### src/rtl/pulse_train_gen.sv
// pulse_train_gen - multi-channel programmable pulse-train generator.
//
// One shared period counter (cnt, 0..P) drives CHANNELS pulse outputs, each
// with its own phase offset, high width and enable. Runs continuously
// (glb_burst = 0) or for glb_burst periods. Shadow config is copied to the
// active set only at start and at period wraps, so every period is glitch-free.
//
// Ports:
//   clk         system clock, rising edge
//   reset       asynchronous active-low reset
//   cfg_we      per-channel config write strobe
//   cfg_ch      channel index for cfg_we (values >= CHANNELS ignored)
//   cfg_en      channel enable
//   cfg_phase   channel phase offset, cycles
//   cfg_high    channel high width, cycles
//   glb_we      global config write strobe
//   glb_period  period minus one (P)
//   glb_burst   burst length in periods, 0 = continuous
//   start       start request (level, accepted in IDLE only)
//   stop        graceful stop request (level, latched in RUN)
//   pulse       registered pulse outputs
//   busy        high whenever the FSM is not IDLE
//   done        one-cycle pulse on burst/stop completion
module pulse_train_gen #(
    parameter int CHANNELS = 4,
    parameter int CNT_W    = 8,
    parameter int BURST_W  = 8
) (
    input  logic                                               clk,
    input  logic                                               reset,
    input  logic                                               cfg_we,
    input  logic [((CHANNELS > 1) ? $clog2(CHANNELS) : 1)-1:0] cfg_ch,
    input  logic                                               cfg_en,
    input  logic [CNT_W-1:0]                                   cfg_phase,
    input  logic [CNT_W-1:0]                                   cfg_high,
    input  logic                                               glb_we,
    input  logic [CNT_W-1:0]                                   glb_period,
    input  logic [BURST_W-1:0]                                 glb_burst,
    input  logic                                               start,
    input  logic                                               stop,
    output logic [CHANNELS-1:0]                                pulse,
    output logic                                               busy,
    output logic                                               done
);

    localparam int CH_W = (CHANNELS > 1) ? $clog2(CHANNELS) : 1;

    localparam logic [1:0] ST_IDLE = 2'd0;
    localparam logic [1:0] ST_RUN  = 2'd1;
    localparam logic [1:0] ST_DONE = 2'd2;

    logic [1:0]         state;
    logic [CNT_W-1:0]   cnt;
    logic [BURST_W-1:0] bcnt;
    logic               stop_lat;

    // shadow configuration (written any time)
    logic [CHANNELS-1:0] sh_en;
    logic [CNT_W-1:0]    sh_phase [CHANNELS];
    logic [CNT_W-1:0]    sh_high  [CHANNELS];
    logic [CNT_W-1:0]    sh_period;
    logic [BURST_W-1:0]  sh_burst;

    // active configuration (used by the running period)
    logic [CHANNELS-1:0] act_en;
    logic [CNT_W-1:0]    act_phase [CHANNELS];
    logic [CNT_W-1:0]    act_high  [CHANNELS];
    logic [CNT_W-1:0]    act_period;
    logic [BURST_W-1:0]  act_burst;

    logic                wrap;
    logic                load_active;
    logic                finish;
    logic [CHANNELS-1:0] hit;

    assign wrap        = (state == ST_RUN) && (cnt == act_period);
    assign load_active = ((state == ST_IDLE) && start) || wrap;
    assign finish      = stop_lat || stop ||
                         ((act_burst != '0) && (bcnt == act_burst - BURST_W'(1)));

    assign busy = (state != ST_IDLE);
    assign done = (state == ST_DONE);

    // Window test in CNT_W+1 bits so phase + high cannot wrap; cnt never
    // exceeds P, which clips any window extending past the period end.
    always_comb begin
        hit = '0;
        for (int unsigned i = 0; i < CHANNELS; i++) begin
            hit[i] = act_en[i] &&
                     ({1'b0, cnt} >= {1'b0, act_phase[i]}) &&
                     ({1'b0, cnt} < ({1'b0, act_phase[i]} + {1'b0, act_high[i]}));
        end
    end

    always_ff @(posedge clk or negedge reset) begin
        if (!reset) begin
            sh_en     <= '0;
            sh_period <= '0;
            sh_burst  <= '0;
            for (int unsigned i = 0; i < CHANNELS; i++) begin
                sh_phase[i] <= '0;
                sh_high[i]  <= '0;
            end
        end else begin
            if (glb_we) begin
                sh_period <= glb_period;
                sh_burst  <= glb_burst;
            end
            if (cfg_we) begin
                // Out-of-range indices match no channel and are dropped.
                for (int unsigned i = 0; i < CHANNELS; i++) begin
                    if (cfg_ch == CH_W'(i)) begin
                        sh_en[i]    <= cfg_en;
                        sh_phase[i] <= cfg_phase;
                        sh_high[i]  <= cfg_high;
                    end
                end
            end
        end
    end

    always_ff @(posedge clk or negedge reset) begin
        if (!reset) begin
            act_en     <= '0;
            act_period <= '0;
            act_burst  <= '0;
            for (int unsigned i = 0; i < CHANNELS; i++) begin
                act_phase[i] <= '0;
                act_high[i]  <= '0;
            end
        end else if (load_active) begin
            act_en     <= sh_en;
            act_period <= sh_period;
            act_burst  <= sh_burst;
            for (int unsigned i = 0; i < CHANNELS; i++) begin
                act_phase[i] <= sh_phase[i];
                act_high[i]  <= sh_high[i];
            end
        end
    end

    always_ff @(posedge clk or negedge reset) begin
        if (!reset) begin
            state    <= ST_IDLE;
            cnt      <= '0;
            bcnt     <= '0;
            stop_lat <= 1'b0;
            pulse    <= '0;
        end else begin
            pulse <= '0;
            case (state)
                ST_IDLE: begin
                    if (start) begin
                        state    <= ST_RUN;
                        cnt      <= '0;
                        bcnt     <= '0;
                        stop_lat <= 1'b0;
                    end
                end
                ST_RUN: begin
                    pulse <= hit;
                    if (stop) begin
                        stop_lat <= 1'b1;
                    end
                    if (wrap) begin
                        cnt  <= '0;
                        bcnt <= bcnt + BURST_W'(1);
                        if (finish) begin
                            state <= ST_DONE;
                        end
                    end else begin
                        cnt <= cnt + CNT_W'(1);
                    end
                end
                ST_DONE: begin
                    state <= ST_IDLE;
                end
                default: begin
                    state <= ST_IDLE;
                end
            endcase
        end
    end

endmodule
### config.mk
export PLATFORM = sky130hd
export DESIGN_NAME = pulse_train_gen
export DESIGN_NICKNAME = d
export VERILOG_FILES = /design/src/rtl/pulse_train_gen.sv
export SDC_FILE = /design/constraint.sdc
export NUM_CORES = 1
export LEC_CHECK = 0
export ABC_AREA = 0
export BUFFER_PORTS_ARGS = -buffer_cell sky130_fd_sc_hd__clkbuf_2
export CORE_MARGIN = 4
export CORE_UTILIZATION = 40
export DETAILED_ROUTE_END_ITERATION = 8
export PLACE_DENSITY_LB_ADDON = 0.08
export SLEW_MARGIN = 30
export SYNTH_ARGS = -nofsm -noshare
export SYNTH_HDL_FRONTEND = slang
export SYNTH_SLANG_ARGS = --single-unit
### constraint.sdc
create_clock -name clk -period 3.2 [get_ports clk]
set_input_delay 0.8 -clock clk [delete_from_list [all_inputs] [get_ports clk]]
set_output_delay 0.8 -clock clk [all_outputs]
set_load 0.05 [all_outputs]
=== Word level (Yosys, flattened, before mapping) ===
Index checks and enable logic that the tools add are counted.

* Register bits after elaboration: 191
* Bits of input ports: 41
* Word-level logic and storage cells: 96

* $add $sub $neg: 7
* Magnitude comparators: 8
* Eq/ne operators: 11
* Muxes and demuxes: 13
* Reduce and logical (&&, ||, !) cells: 27

{| class="wikitable"
|+ Operator list
! operator !! count
|-
| $add 8x8->9 || 4
|-
| $lt 8x9->1 || 4
|-
| $ge 8x8->1 || 4
|-
| $pmux 8 s2 || 2
|-
| $mux 8 || 3
|-
| $add 8x1->8 const B || 2
|-
| $eq 8x8->1 || 2
|-
| $logic_and 1x1->1 || 11
|-
| $reduce_and 2->1 || 5
|-
| $reduce_and 3->1 || 3
|-
| $ne 2x2->1 const B || 4
|-
| $reduce_bool 8->1 || 1
|-
| $sub 8x1->8 const B || 1
|-
| $eq 2x2->1 const B || 3
|-
| $mux 2 || 3
|-
| $eq 2x1->1 const B || 2
|-
| $logic_not 2->1 || 2
|-
| $mux 4 || 1
|-
| $pmux 2 s2 || 1
|-
| $reduce_bool 2->1 || 2
|-
| $logic_or 1x1->1 || 3
|-
| $mux 1 || 2
|-
| $pmux 1 s2 || 1
|}

=== Logic depth before layout (Yosys ltp) ===
Gate-level depths: netlist (run 1).

* Word-level depth: 7
* Mapped depth: 14
* Gate-level depth less buffers: 14

=== Worst setup path after synthesis (run 1) ===
Ideal clock, no wire load.

* Path kind: reg-to-reg
* Start point: register act_phase[17] in the netlist's numbering
* End point: register pulse[1]
* Arrival time: 2.357 ns
* Data required time: 3.078 ns
* Path slack: 0.721 ns
* Stages on the path, launching flop included: 13
* Period minus slack after synthesis: 2.479 ns
* Cells stage by stage: dfrtp_1 ha_1 a21o_1 a21oi_1 o21ai_0 nor2_1 xor2_1 ha_1 nand3_1 o31ai_1 nand3_1 a221o_1 o2111a_1

* Cells in the longest elaborated chain, start to end: 4

{| class="wikitable"
|+ Ends and longest elaborated chain
! item !! RTL line !! RTL
|-
| start: declaration || 66 || <nowiki>logic [CNT_W-1:0] act_phase [CHANNELS];</nowiki>
|-
| start signal: indexed assignment || 136 || <nowiki>act_phase[i] <= sh_phase[i];</nowiki>
|-
| $add 8x8->9 or $ge 8x8->1 (tied branches) || 91, 90 ||
|-
| $lt 8x9->1 or $logic_and 1x1->1 (tied branches) || 91, 89 ||
|-
| $logic_and 1x1->1 * || 90 || <nowiki>({1'b0, cnt} >= {1'b0, act_phase[i]}) &&</nowiki>
|-
| $mux 4 * || 151 || <nowiki>case (state)</nowiki>
|-
| end signal: assignment || 161 || <nowiki>pulse <= hit;</nowiki>
|-
| end: declaration || 41 || <nowiki>output logic [CHANNELS-1:0] pulse,</nowiki>
|}

Every way passes the cells marked *; elsewhere a longest branch is shown, timed or not.
A chain may end at the register's enable or synchronous reset.

=== Final worst setup path (run 1) ===
* Start point: register act_phase[25] in the netlist's numbering
* End point: register pulse[0]

Same word-level chain as after synthesis.

==> results.sh, run 1 <==
export IMPL_dp_hpwl_um=15800
export IMPL_postSynthAreaPerCell_um2=12.2
export IMPL_reg2reg_depth=12
export IMPL_p_leak_nw=5.26
export IMPL_drive_gt1_share_pct=30.0
export IMPL_grt_use_total_pct=16.1
export IMPL_rr_endpoint="pulse[0]"
export IMPL_postCtsSetupBuffers=0
export IMPL_hold_violations=0
export IMPL_synth_nets=967
export IMPL_diodes=0
export IMPL_reg2reg_slack_ns=0.38
export IMPL_cts_path_max_buffers=2
export IMPL_grt_overflow_total=0
export IMPL_start_kind="flip-flop"
export IMPL_grt_max_degree=77
export IMPL_maxSlewHeadroom_pct=37.9
export IMPL_syn_to_final_growth_pct=13.0
export IMPL_max_freq_ghz=0.355
export IMPL_fill_cells=2246
export IMPL_arrival_ns=3.14
export IMPL_clkTransAtPathRegs_ns=0.07
export IMPL_synth_seq_cells=191
export IMPL_ys_types=44
export IMPL_synth_ff_type="dfrtp_1"
export IMPL_post_route_period_util_pct=88.0
export IMPL_firstDrtPassIters=5
export IMPL_worstPathRequired_ns=3.52
export IMPL_start_util_pct=41.0
export IMPL_cts_tree="built"
export IMPL_cts_buffers=17
export IMPL_port_buffers=46
export IMPL_nets=1025
export IMPL_via_count=6345
export IMPL_fin_total_pwr_w=0.0111
export IMPL_fp_row_count=57
export IMPL_fin_util_pct=46.4
export IMPL_max_vdd_ir_drop_mv=0.416
export IMPL_grt_first_pass_wirelength_um=35900
export IMPL_power_density_nw_per_um2=974
export IMPL_routed_wl_um=21600
export IMPL_grt_pass1_vias=6698
export IMPL_die_h_um=167
export IMPL_antenna_left=0
export IMPL_fin_setup_tns_ns=0
export IMPL_critPathLaunch="act_phase[25]"
export IMPL_clock_sinks=191
export IMPL_finalClockSkew_ns=0.0113
export IMPL_worstHoldPathType="input pin to asynchronous set/reset pin"
export IMPL_die_area_um2=27800
export IMPL_hold_buffers=0
export IMPL_clk_latency_ns=0.43
export IMPL_path_max_fanout=3
export IMPL_cts_root_buf="clkbuf_16"
export IMPL_critical_path_cell_chain="ha_1, a21o_1, a21oi_1, o21ai_0, nor2_1, xor2_1, ha_1, nand3_1, o31ai_1, nand3_1, a221o_1, o2111a_1"
export IMPL_setup_viol=0
export IMPL_status="complete, no violations"
export IMPL_ctsResizeCount=0
export IMPL_core_area_um2=24500
export IMPL_synth_edf_count=0
export IMPL_r2r_start="act_phase[25]"
export IMPL_cpMaxStageDelayCell="dfrtp_1"
export IMPL_io_pins=47
export IMPL_via_per_inst=5.19
export IMPL_drt_wirelength_per_cell_um=17.6
export IMPL_die_width_um=167
export IMPL_antenna_found_initial=0
export IMPL_yosys_warnings=0
export IMPL_h_tree_depth=4
export IMPL_synth_area_um2=10100
export IMPL_cp_end_kind="flip-flop"
export IMPL_path_class="flip-flop to flip-flop"
export IMPL_cp_slowest_stage_delay_ns=0.40
export IMPL_grt_setup_unrepaired="no"
export IMPL_drv_slew=0
export IMPL_place_congestion=0.756
export IMPL_crit_end="pulse[0]"
export IMPL_period_needed_ns=2.82
export IMPL_tightest_slew_ns=0.929
export IMPL_drv_cap=0
export IMPL_ys_seq_area_share_pct=47.5
export IMPL_async_flop_share_pct=100
export IMPL_synth_cells=827
export IMPL_drc=0
export IMPL_drt_initial_drc_count=272
-- how the worst min path moves through the flow --
| stage | from | cells past startpoint | slack, ns | end |
|---|---|---|---|---|
| after global placement | sh_high[8] | 1 | 0.48 | act_high[8] |
| after global routing | reset | 1 | 0.42 | sh_period[4] |
| final | reset | 1 | 0.37 | act_period[4] |
| after CTS | reset | 1 | 0.39 | act_period[4] |
| after detailed placement | sh_phase[21] | 1 | 0.49 | act_phase[21] |
| after floorplan | stop_lat | 1 | 0.47 | stop_lat |
-- layout make-up --
type / instances / area (um2) / area share (%)
multi-input combinational: 570 / 5050 / 44.3
sequential: 191 / 4780 / 42.0
clock buffer: 18 / 439 / 3.86
tap: 324 / 405 / 3.56
timing repair buffer: 62 / 384 / 3.37
clock inverter: 14 / 168 / 1.47
inverter: 43 / 161 / 1.42
-- cell usage after synthesis (2+ instances only) --
master | count | share of area (%)
ha_1 | 95 | 12
nor2_1 | 36 | 1.3
nor3_1 | 9 | 0.45
nor2b_1 | 12 | 0.75
buf_2 | 6 | 0.30
o21bai_1 | 2 | 0.15
a31oi_1 | 3 | 0.19
xor2_1 | 25 | 2.2
xnor2_1 | 16 | 1.4
nand3b_1 | 3 | 0.22
nor4_1 | 2 | 0.12
mux2_2 | 169 | 19
inv_1 | 43 | 1.6
o2111a_1 | 2 | 0.22
o211ai_1 | 2 | 0.15
a2111oi_0 | 4 | 0.35
nand3_1 | 13 | 0.65
o31ai_1 | 7 | 0.52
and3_1 | 3 | 0.19
nand2b_1 | 14 | 0.87
fa_1 | 4 | 0.80
or3_1 | 3 | 0.19
o31a_1 | 2 | 0.17
nand4_1 | 5 | 0.31
o21a_1 | 10 | 0.75
dfrtp_1 | 191 | 47
a21o_1 | 14 | 1.0
a21oi_1 | 27 | 1.3
o21ai_0 | 36 | 1.8
nor3b_1 | 2 | 0.15
a221o_1 | 2 | 0.20
o41ai_1 | 4 | 0.35
a211oi_1 | 8 | 0.60
nand2_1 | 29 | 1.1
clkbuf_1 | 15 | 0.56
-- metal layers --
layer | wire [um] | share of wire (%) | GRT usage [%] | vias up
met1 | 10400 | 48 | 21.6 | 3158
met2 | 10300 | 48 | 27.1 | 83
li1 | - | - | - | 3082
met5 | 0 | 0 | 0 | -
met3 | 566 | 2.6 | 2.94 | 22
met4 | 274 | 1.3 | 4.09 | 0
-- metrics by stage --
stage	instance area (um2)	hold slack, ns	instances	setup WS [ns]
finish	11400	0.368	1222	0.384
global route	11400	0.417	1222	0.0771
CTS	11400	0.392	1222	0.386
detailed placement	10800	0.488	1190	0.408
global placement	10800	0.481	1190	0.508
floorplan	10100	0.467	827	0.721
-- critical path, delay by kind of cell (launching register included) --
| kind | cells | cell delay [ns] |
|---|---|---|
| AOI/OAI and AO/OA | 6 | 1.28 |
| xor gates and xnor gates | 1 | 0.08 |
| DFF | 1 | 0.40 |
| adders and majority gates | 2 | 0.60 |
| and+or+nand+nor | 3 | 0.33 |
-- cells by family after synthesis --
kind of cell             synth area share, %
buffers and inverters                   2.61
multiplexers                            18.9
AO/OA/AOI/OAI                           8.06
adder cells (fa/ha/maj)                 12.6
flip-flops                              47.5
XOR/XNOR                                3.57
AND/OR/NAND/NOR                         6.81
-- report_power, final --
group | total (W) | leakage [nW] | internal (W) | switching, W
combinational | 0.00505 | 2.65 | 0.00250 | 0.00255
clock | 0.00219 | 0.296 | 0.00120 | 0.000994
sequential | 0.00384 | 2.31 | 0.00321 | 0.000627
-- sequential cells by signal, indices dropped and copies added, names as in the netlist --
name and cells:
act_high 32, act_phase 32, sh_high 32, sh_phase 32, act_burst 8, act_period 8, bcnt 8, cnt 8
sh_burst 8, sh_period 8, act_en 4, pulse 4, sh_en 4, state 2, stop_lat 1
-- cell usage in the layout (no fill, tap or decap), types with 12 or more instances in the layout --
cell	instances
nor2_1	35
clkbuf_16	17
nand3_1	12
o21ai_0	36
xor2_1	25
xnor2_1	16
clkbuf_2	45
inv_1	43
a21oi_1	27
a21o_1	14
mux2_2	169
buf_4	14
ha_1	95
nor2b_1	12
nand2_1	29
nand2b_1	14
dfrtp_1	191
Note: power is estimated with default switching activity, not from simulation.
==> run 2, diff against run 1 <==
--- a/config.mk
+++ b/config.mk
@@ -8,7 +8,8 @@
 export ABC_AREA = 0
 export BUFFER_PORTS_ARGS = -buffer_cell sky130_fd_sc_hd__clkbuf_2
 export CORE_MARGIN = 4
-export CORE_UTILIZATION = 40
+export CORE_UTILIZATION = 57
+export CTS_BUF_LIST = sky130_fd_sc_hd__clkbuf_16
 export DETAILED_ROUTE_END_ITERATION = 8
 export PLACE_DENSITY_LB_ADDON = 0.08
 export SLEW_MARGIN = 30
==> constraint.sdc (replaced) <==
create_clock -name clk -period 3.65 [get_ports clk]
set_input_delay 0.9125 -clock clk [delete_from_list [all_inputs] [get_ports clk]]
set_output_delay 0.9125 -clock clk [all_outputs]
set_load 0.05 [all_outputs]
==> results.sh, run 2 (same netlist as run 1, synthesis figures left out) <==
export IMPL_worstPathRequired_ns=3.96
export IMPL_hold_violations=0
export IMPL_core_area_um2=17300
export IMPL_worstHoldPathType="input pin to asynchronous set/reset pin"
export IMPL_postCtsSetupBuffers=0
export IMPL_clock_sinks=191
export IMPL_critPathLaunch="act_phase[8]"
export IMPL_antenna_left=0
export IMPL_register_area_um2=4780
export IMPL_syn_to_final_growth_pct=11.5
export IMPL_power_density_nw_per_um2=864
export IMPL_grt_pass1_vias=6750
export IMPL_start_util_pct=58.2
export IMPL_layout_commonest_cell="dfrtp_1"
export IMPL_tightest_slew_ns=0.826
export IMPL_p_leak_nw=5.25
export IMPL_antenna_found_initial=0
export IMPL_grt_overflow_total=0
export IMPL_place_congestion=0.899
export IMPL_reg2reg_depth=14
export IMPL_start_kind="flip-flop"
export IMPL_arrival_ns=3.19
export IMPL_max_freq_ghz=0.347
export IMPL_h_tree_depth=4
export IMPL_maxSlewHeadroom_pct=44.8
export IMPL_drt_wirelength_per_cell_um=18.4
export IMPL_post_route_period_util_pct=78.9
export IMPL_finalNonFillerCells=1119
export IMPL_cts_buffers=17
export IMPL_status="complete, no violations"
export IMPL_cp_end_kind="flip-flop"
export IMPL_routed_wl_um=20600
export IMPL_clkTransAtPathRegs_ns=0.07
export IMPL_clk_latency_ns=0.43
export IMPL_drive_gt1_share_pct=29.2
export IMPL_grt_use_total_pct=22.0
export IMPL_path_max_fanout=3
export IMPL_port_buffers=46
export IMPL_path_class="flip-flop to flip-flop"
export IMPL_dp_cells=1086
export IMPL_cts_tree="built"
export IMPL_via_count=6376
export IMPL_grt_max_degree=83
export IMPL_nets=1021
export IMPL_die_h_um=141
export IMPL_grt_first_pass_wirelength_um=34600
export IMPL_firstDrtPassIters=6
export IMPL_setup_viol=0
export IMPL_fill_cells=1330
export IMPL_die_width_um=141
export IMPL_grt_setup_unrepaired="no"
export IMPL_stdcell_area_um2=11200
export IMPL_dp_hpwl_um=14900
export IMPL_max_vdd_ir_drop_mv=0.490
export IMPL_ctsResizeCount=0
export IMPL_most_common_layout_cells="dfrtp_1 (191), mux2_2 (169), ha_1 (95)"
export IMPL_multiInputGateArea_um2=5050
export IMPL_drv_cap=0
export IMPL_drt_initial_drc_count=240
export IMPL_hold_buffers=0
export IMPL_drc=0
export IMPL_diodes=0
export IMPL_placed_area_um2=10600
export IMPL_fp_row_count=48
export IMPL_finalClockSkew_ns=0.00891
export IMPL_io_pins=47
export IMPL_via_per_inst=5.70
export IMPL_drv_slew=0
export IMPL_cts_path_max_buffers=2
export IMPL_cts_root_buf="clkbuf_16"
export IMPL_period_needed_ns=2.88
export IMPL_r2r_start="act_phase[8]"
export IMPL_die_area_um2=19900
export IMPL_fin_util_pct=64.9
export IMPL_fin_setup_tns_ns=0
-- run 2: cell types whose count changed in the layout (fill, tap and decap cells not counted) --
cell | previous run | this run
inv_8 | 0 | 1
clkbuf_8 | 2 | 1
buf_6 | 0 | 1
inv_1 | 43 | 45
buf_8 | 0 | 1
inv_6 | 7 | 3
bufinv_16 | 2 | 3
clkinvlp_4 | 1 | 0
clkinv_4 | 2 | 1
clkinv_8 | 1 | 0
clkinv_2 | 1 | 3
buf_4 | 14 | 8
clkinv_1 | 0 | 2
-- run 2: worst paths after layout --
path,endpoint,slack (ns)
max,pulse[2],0.77
min,act_high[7],0.49
max reg2reg,pulse[2],0.77
min reg2reg,sh_high[7],0.50
max in group asynchronous,sh_high[11],2.18
min in group clk,sh_high[7],0.50
-- run 2: metal layers --
layer	share of wire (%)	global-route usage [%]	vias to the layer above	wire [um]
li1	-	-	3073	-
met2	50	38.1	112	10300
met4	1.2	5.66	0	243
met5	0	0	-	0
met1	45	28.8	3172	9270
met3	3.6	3.93	19	738
-- run 2: through the flow --
step	hold slack [ns]	power (W)	setup WS, ns
final	0.494	0.00970	0.771
after detailed placement	0.489	0.00783	0.780
after global routing	0.514	0.0106	0.479
after CTS	0.504	0.00978	0.749
after floorplan	0.467	0.00672	1.17
after global placement	0.481	0.00758	0.827
-- run 2: area by class of cell --
cell class | instances | area share [%]
inverter | 43 | 1.44
tap | 225 | 2.51
timing repair buffer | 58 | 3.25
clock buffer | 17 | 3.79
clock inverter | 15 | 1.48
multi-input combinational | 570 | 45.0
sequential | 191 | 42.6
-- run 2: power breakdown --
group | internal [W] | switching [W] | total [W]
logic | 0.00218 | 0.00221 | 0.00439
clock network | 0.00108 | 0.000813 | 0.00189
registers | 0.00282 | 0.000606 | 0.00342
-- run 2: worst max-delay path, cell delays in order, from the launching register on --
cell and delay, ns:
dfrtp_1 0.40, ha_1 0.22, inv_1 0.07, fa_1 0.21, nor2b_1 0.06, o21a_1 0.18
o21ai_0 0.32, nand2_1 0.09, ha_1 0.30, a21o_1 0.18, a21oi_1 0.14, o31ai_1 0.10
nand3_1 0.10, a21oi_1 0.06, a211oi_1 0.32
==> run 3, diff against run 2 <==
--- a/config.mk
+++ b/config.mk
@@ -5,10 +5,10 @@
 export SDC_FILE = /design/constraint.sdc
 export NUM_CORES = 1
 export LEC_CHECK = 0
-export ABC_AREA = 0
+export ABC_AREA = 1
 export BUFFER_PORTS_ARGS = -buffer_cell sky130_fd_sc_hd__clkbuf_2
 export CORE_MARGIN = 4
-export CORE_UTILIZATION = 57
+export CORE_UTILIZATION = 56
 export CTS_BUF_LIST = sky130_fd_sc_hd__clkbuf_16
 export DETAILED_ROUTE_END_ITERATION = 8
 export PLACE_DENSITY_LB_ADDON = 0.08
==> constraint.sdc (replaced) <==
create_clock -name clk -period 2.39 [get_ports clk]
set_input_delay 0.5975 -clock clk [delete_from_list [all_inputs] [get_ports clk]]
set_output_delay 0.5975 -clock clk [all_outputs]
set_load 0.05 [all_outputs]
==> results.sh, run 3 <==
export IMPL_diodes=0
export IMPL_synth_top_family_by_area="simple AND/OR/NAND/NOR gates"
export IMPL_hold_ws_ns=0.133
export IMPL_antenna_found_initial=0
export IMPL_clkTransAtPathRegs_ns=0.08
export IMPL_synth_ff_type="dfrtp_1"
export IMPL_most_common_layout_cells="nand2_1 (389), dfrtp_1 (191), inv_1 (141)"
export IMPL_synth_compound_area_share_pct=11.6
export IMPL_worstHoldPathType="input pin to asynchronous set/reset pin"
export IMPL_syn_to_final_growth_pct=12.8
export IMPL_h_tree_depth=4
export IMPL_drt_initial_drc_count=487
export IMPL_via_count=8252
export IMPL_nets=1466
export IMPL_hold_buffers=0
export IMPL_path_class="flip-flop to flip-flop"
export IMPL_synth_simple_area_share_pct=19.6
export IMPL_max_vdd_ir_drop_mv=0.670
export IMPL_grt_use_total_pct=25.0
export IMPL_rr_endpoint="pulse[0]"
export IMPL_arrival_ns=2.76
export IMPL_start_util_pct=57.4
export IMPL_max_freq_ghz=0.418
export IMPL_via_per_inst=5.27
export IMPL_synth_nets=1397
export IMPL_drive_gt1_share_pct=10.8
export IMPL_postSynthAreaPerCell_um2=8.28
export IMPL_grt_pass1_vias=7950
export IMPL_firstDrtPassIters=5
export IMPL_cts_path_max_buffers=2
export IMPL_synthXorXnorAreaFrac_pct=3.53
export IMPL_synth_area_um2=10400
export IMPL_cts_buffers=17
export IMPL_ys_types=31
export IMPL_finalClockSkew_ns=0.0120
export IMPL_die_area_um2=20800
export IMPL_drt_wirelength_per_cell_um=15.6
export IMPL_reg2reg_slack_ns=-0.003
export IMPL_grt_overflow_total=0
export IMPL_p_leak_nw=6.21
export IMPL_clock_sinks=191
export IMPL_path_max_fanout=2
export IMPL_maxSlewHeadroom_pct=52.7
export IMPL_fin_setup_tns_ns=-0.00261
export IMPL_yosysTopAreaCell="dfrtp_1"
export IMPL_post_synth_mux_area_share_pct=0
export IMPL_start_kind="flip-flop"
export IMPL_period_needed_ns=2.39
export IMPL_status="finished, violations left"
export IMPL_synth_edf_count=0
export IMPL_io_pins=47
export IMPL_routed_wl_um=24500
export IMPL_core_area_um2=18100
export IMPL_cts_tree="built"
export IMPL_yosysMostFrequentCell="nand2_1"
export IMPL_dp_hpwl_um=16700
export IMPL_tightest_slew_ns=0.709
export IMPL_reg2reg_depth=14
export IMPL_r2r_start="act_high[24]"
export IMPL_synth_area_top_cells="dfrtp_1 (46%), nand2_1 (14%), ha_1 (11%)"
export IMPL_layout_commonest_cell="nand2_1"
export IMPL_finalNonFillerCells=1567
export IMPL_dp_cells=1532
export IMPL_grt_first_pass_wirelength_um=40300
export IMPL_yosys_warnings=0
export IMPL_ys_seq_area_share_pct=45.9
export IMPL_post_route_period_util_pct=100
export IMPL_synth_top_cells_by_count="nand2_1 (389), dfrtp_1 (191), inv_1 (144)"
export IMPL_async_flop_share_pct=100
export IMPL_clk_latency_ns=0.44
export IMPL_die_h_um=144
export IMPL_synth_adder_area_share_pct=12.2
export IMPL_cts_root_buf="clkbuf_16"
export IMPL_netlist_area_leader_share_pct=45.9
export IMPL_drv_slew=0
export IMPL_fin_ws_ns=-0.00261
export IMPL_die_width_um=144
export IMPL_fp_row_count=49
export IMPL_grt_max_degree=109
export IMPL_grt_setup_unrepaired="yes"
export IMPL_synth_cells=1257
export IMPL_setup_viol=1
export IMPL_power_density_nw_per_um2=1310
export IMPL_place_congestion=0.883
export IMPL_pre_cts_ws_ns=-0.149
export IMPL_antenna_left=0
export IMPL_synth_seq_cells=191
export IMPL_violations="negative setup slack"
export IMPL_port_buffers=46
export IMPL_worstPathRequired_ns=2.76
export IMPL_drv_cap=0
export IMPL_cp_end_kind="flip-flop"
export IMPL_drc=0
export IMPL_hold_violations=0
-- run 3: cell count changes after synthesis, moves of 24 or more --
cell,previous run,this run
nand2_1,29,389
a21oi_1,27,54
o21ai_0,36,137
inv_1,43,144
mux2_2,169,0
nor2_1,36,60
-- run 3: cell type report --
type                       instances  area, um2
fill                            1595       6410
clock buffer                      17        425
tap                              229        287
sequential                       191       4780
multi-input combinational        884       4950
timing repair buffer              85        594
inverter                         147        557
clock inverter                    14        146
-- run 3: repair_timing --
action,CTS,global route
pin swaps,2,15
setup buffers,2,2
hold endpoints to repair,0,0
resized for setup,7,17
setup endpoints to repair,4,4
-- run 3: how the worst max path moves through the flow --
stage                   from       end  slack [ns]  cells after the start
2_1_floorplan   act_phase[8]  pulse[2]        0.02                     14
3_5_place_dp    act_high[24]  pulse[0]       -0.15                     14
3_3_place_gp   act_phase[24]  pulse[0]       -0.05                     14
4_1_cts         act_high[24]  pulse[0]       0.003                     14
6_report        act_high[24]  pulse[0]      -0.003                     14
5_1_grt         act_high[16]  pulse[1]       -0.21                     15
-- run 3: logic make-up after synthesis --
kind of cell / after synthesis
xor+xnor: 42
buf+inv: 182
fa+ha+maj: 99
flops: 191
simple gates: 513
compound gates: 230
-- run 3: routing by layer --
layer	wire, um	GRT usage (%)
met5	0	0
met4	388	6.73
met3	892	4.50
met2	11200	39.5
met1	12000	35.9
-- run 3: per-stage QoR --
stage	utilization [%]	total power, W	instance area (um2)
floorplan	-	0.0104	10400
global placement	61.0	0.0122	11100
detailed placement	61.0	0.0124	11100
CTS	64.3	0.0154	11700
global route	64.7	0.0169	11700
finish	64.7	0.0154	11700
-- run 3: where the power goes --
part           internal (W)  leakage, nW  total [W]  switching, W
sequential          0.00418         2.43    0.00483      0.000656
combinational       0.00303         3.50    0.00775       0.00472
clock               0.00139        0.278    0.00278       0.00139
total               0.00859         6.21     0.0154       0.00677
-- run 3: worst max-delay path, stage by stage, from the launching register on --
cell and delay (ns):
dfrtp_1 0.37, ha_2 0.19, inv_2 0.04, fa_2 0.36, o21ai_2 0.15, a21oi_1 0.08, o21ai_1 0.16, xnor2_1 0.10
ha_1 0.31, a21o_1 0.16, nand4_1 0.08, nand2_1 0.05, nor2_1 0.07, nand3_1 0.08, nor2_1 0.11
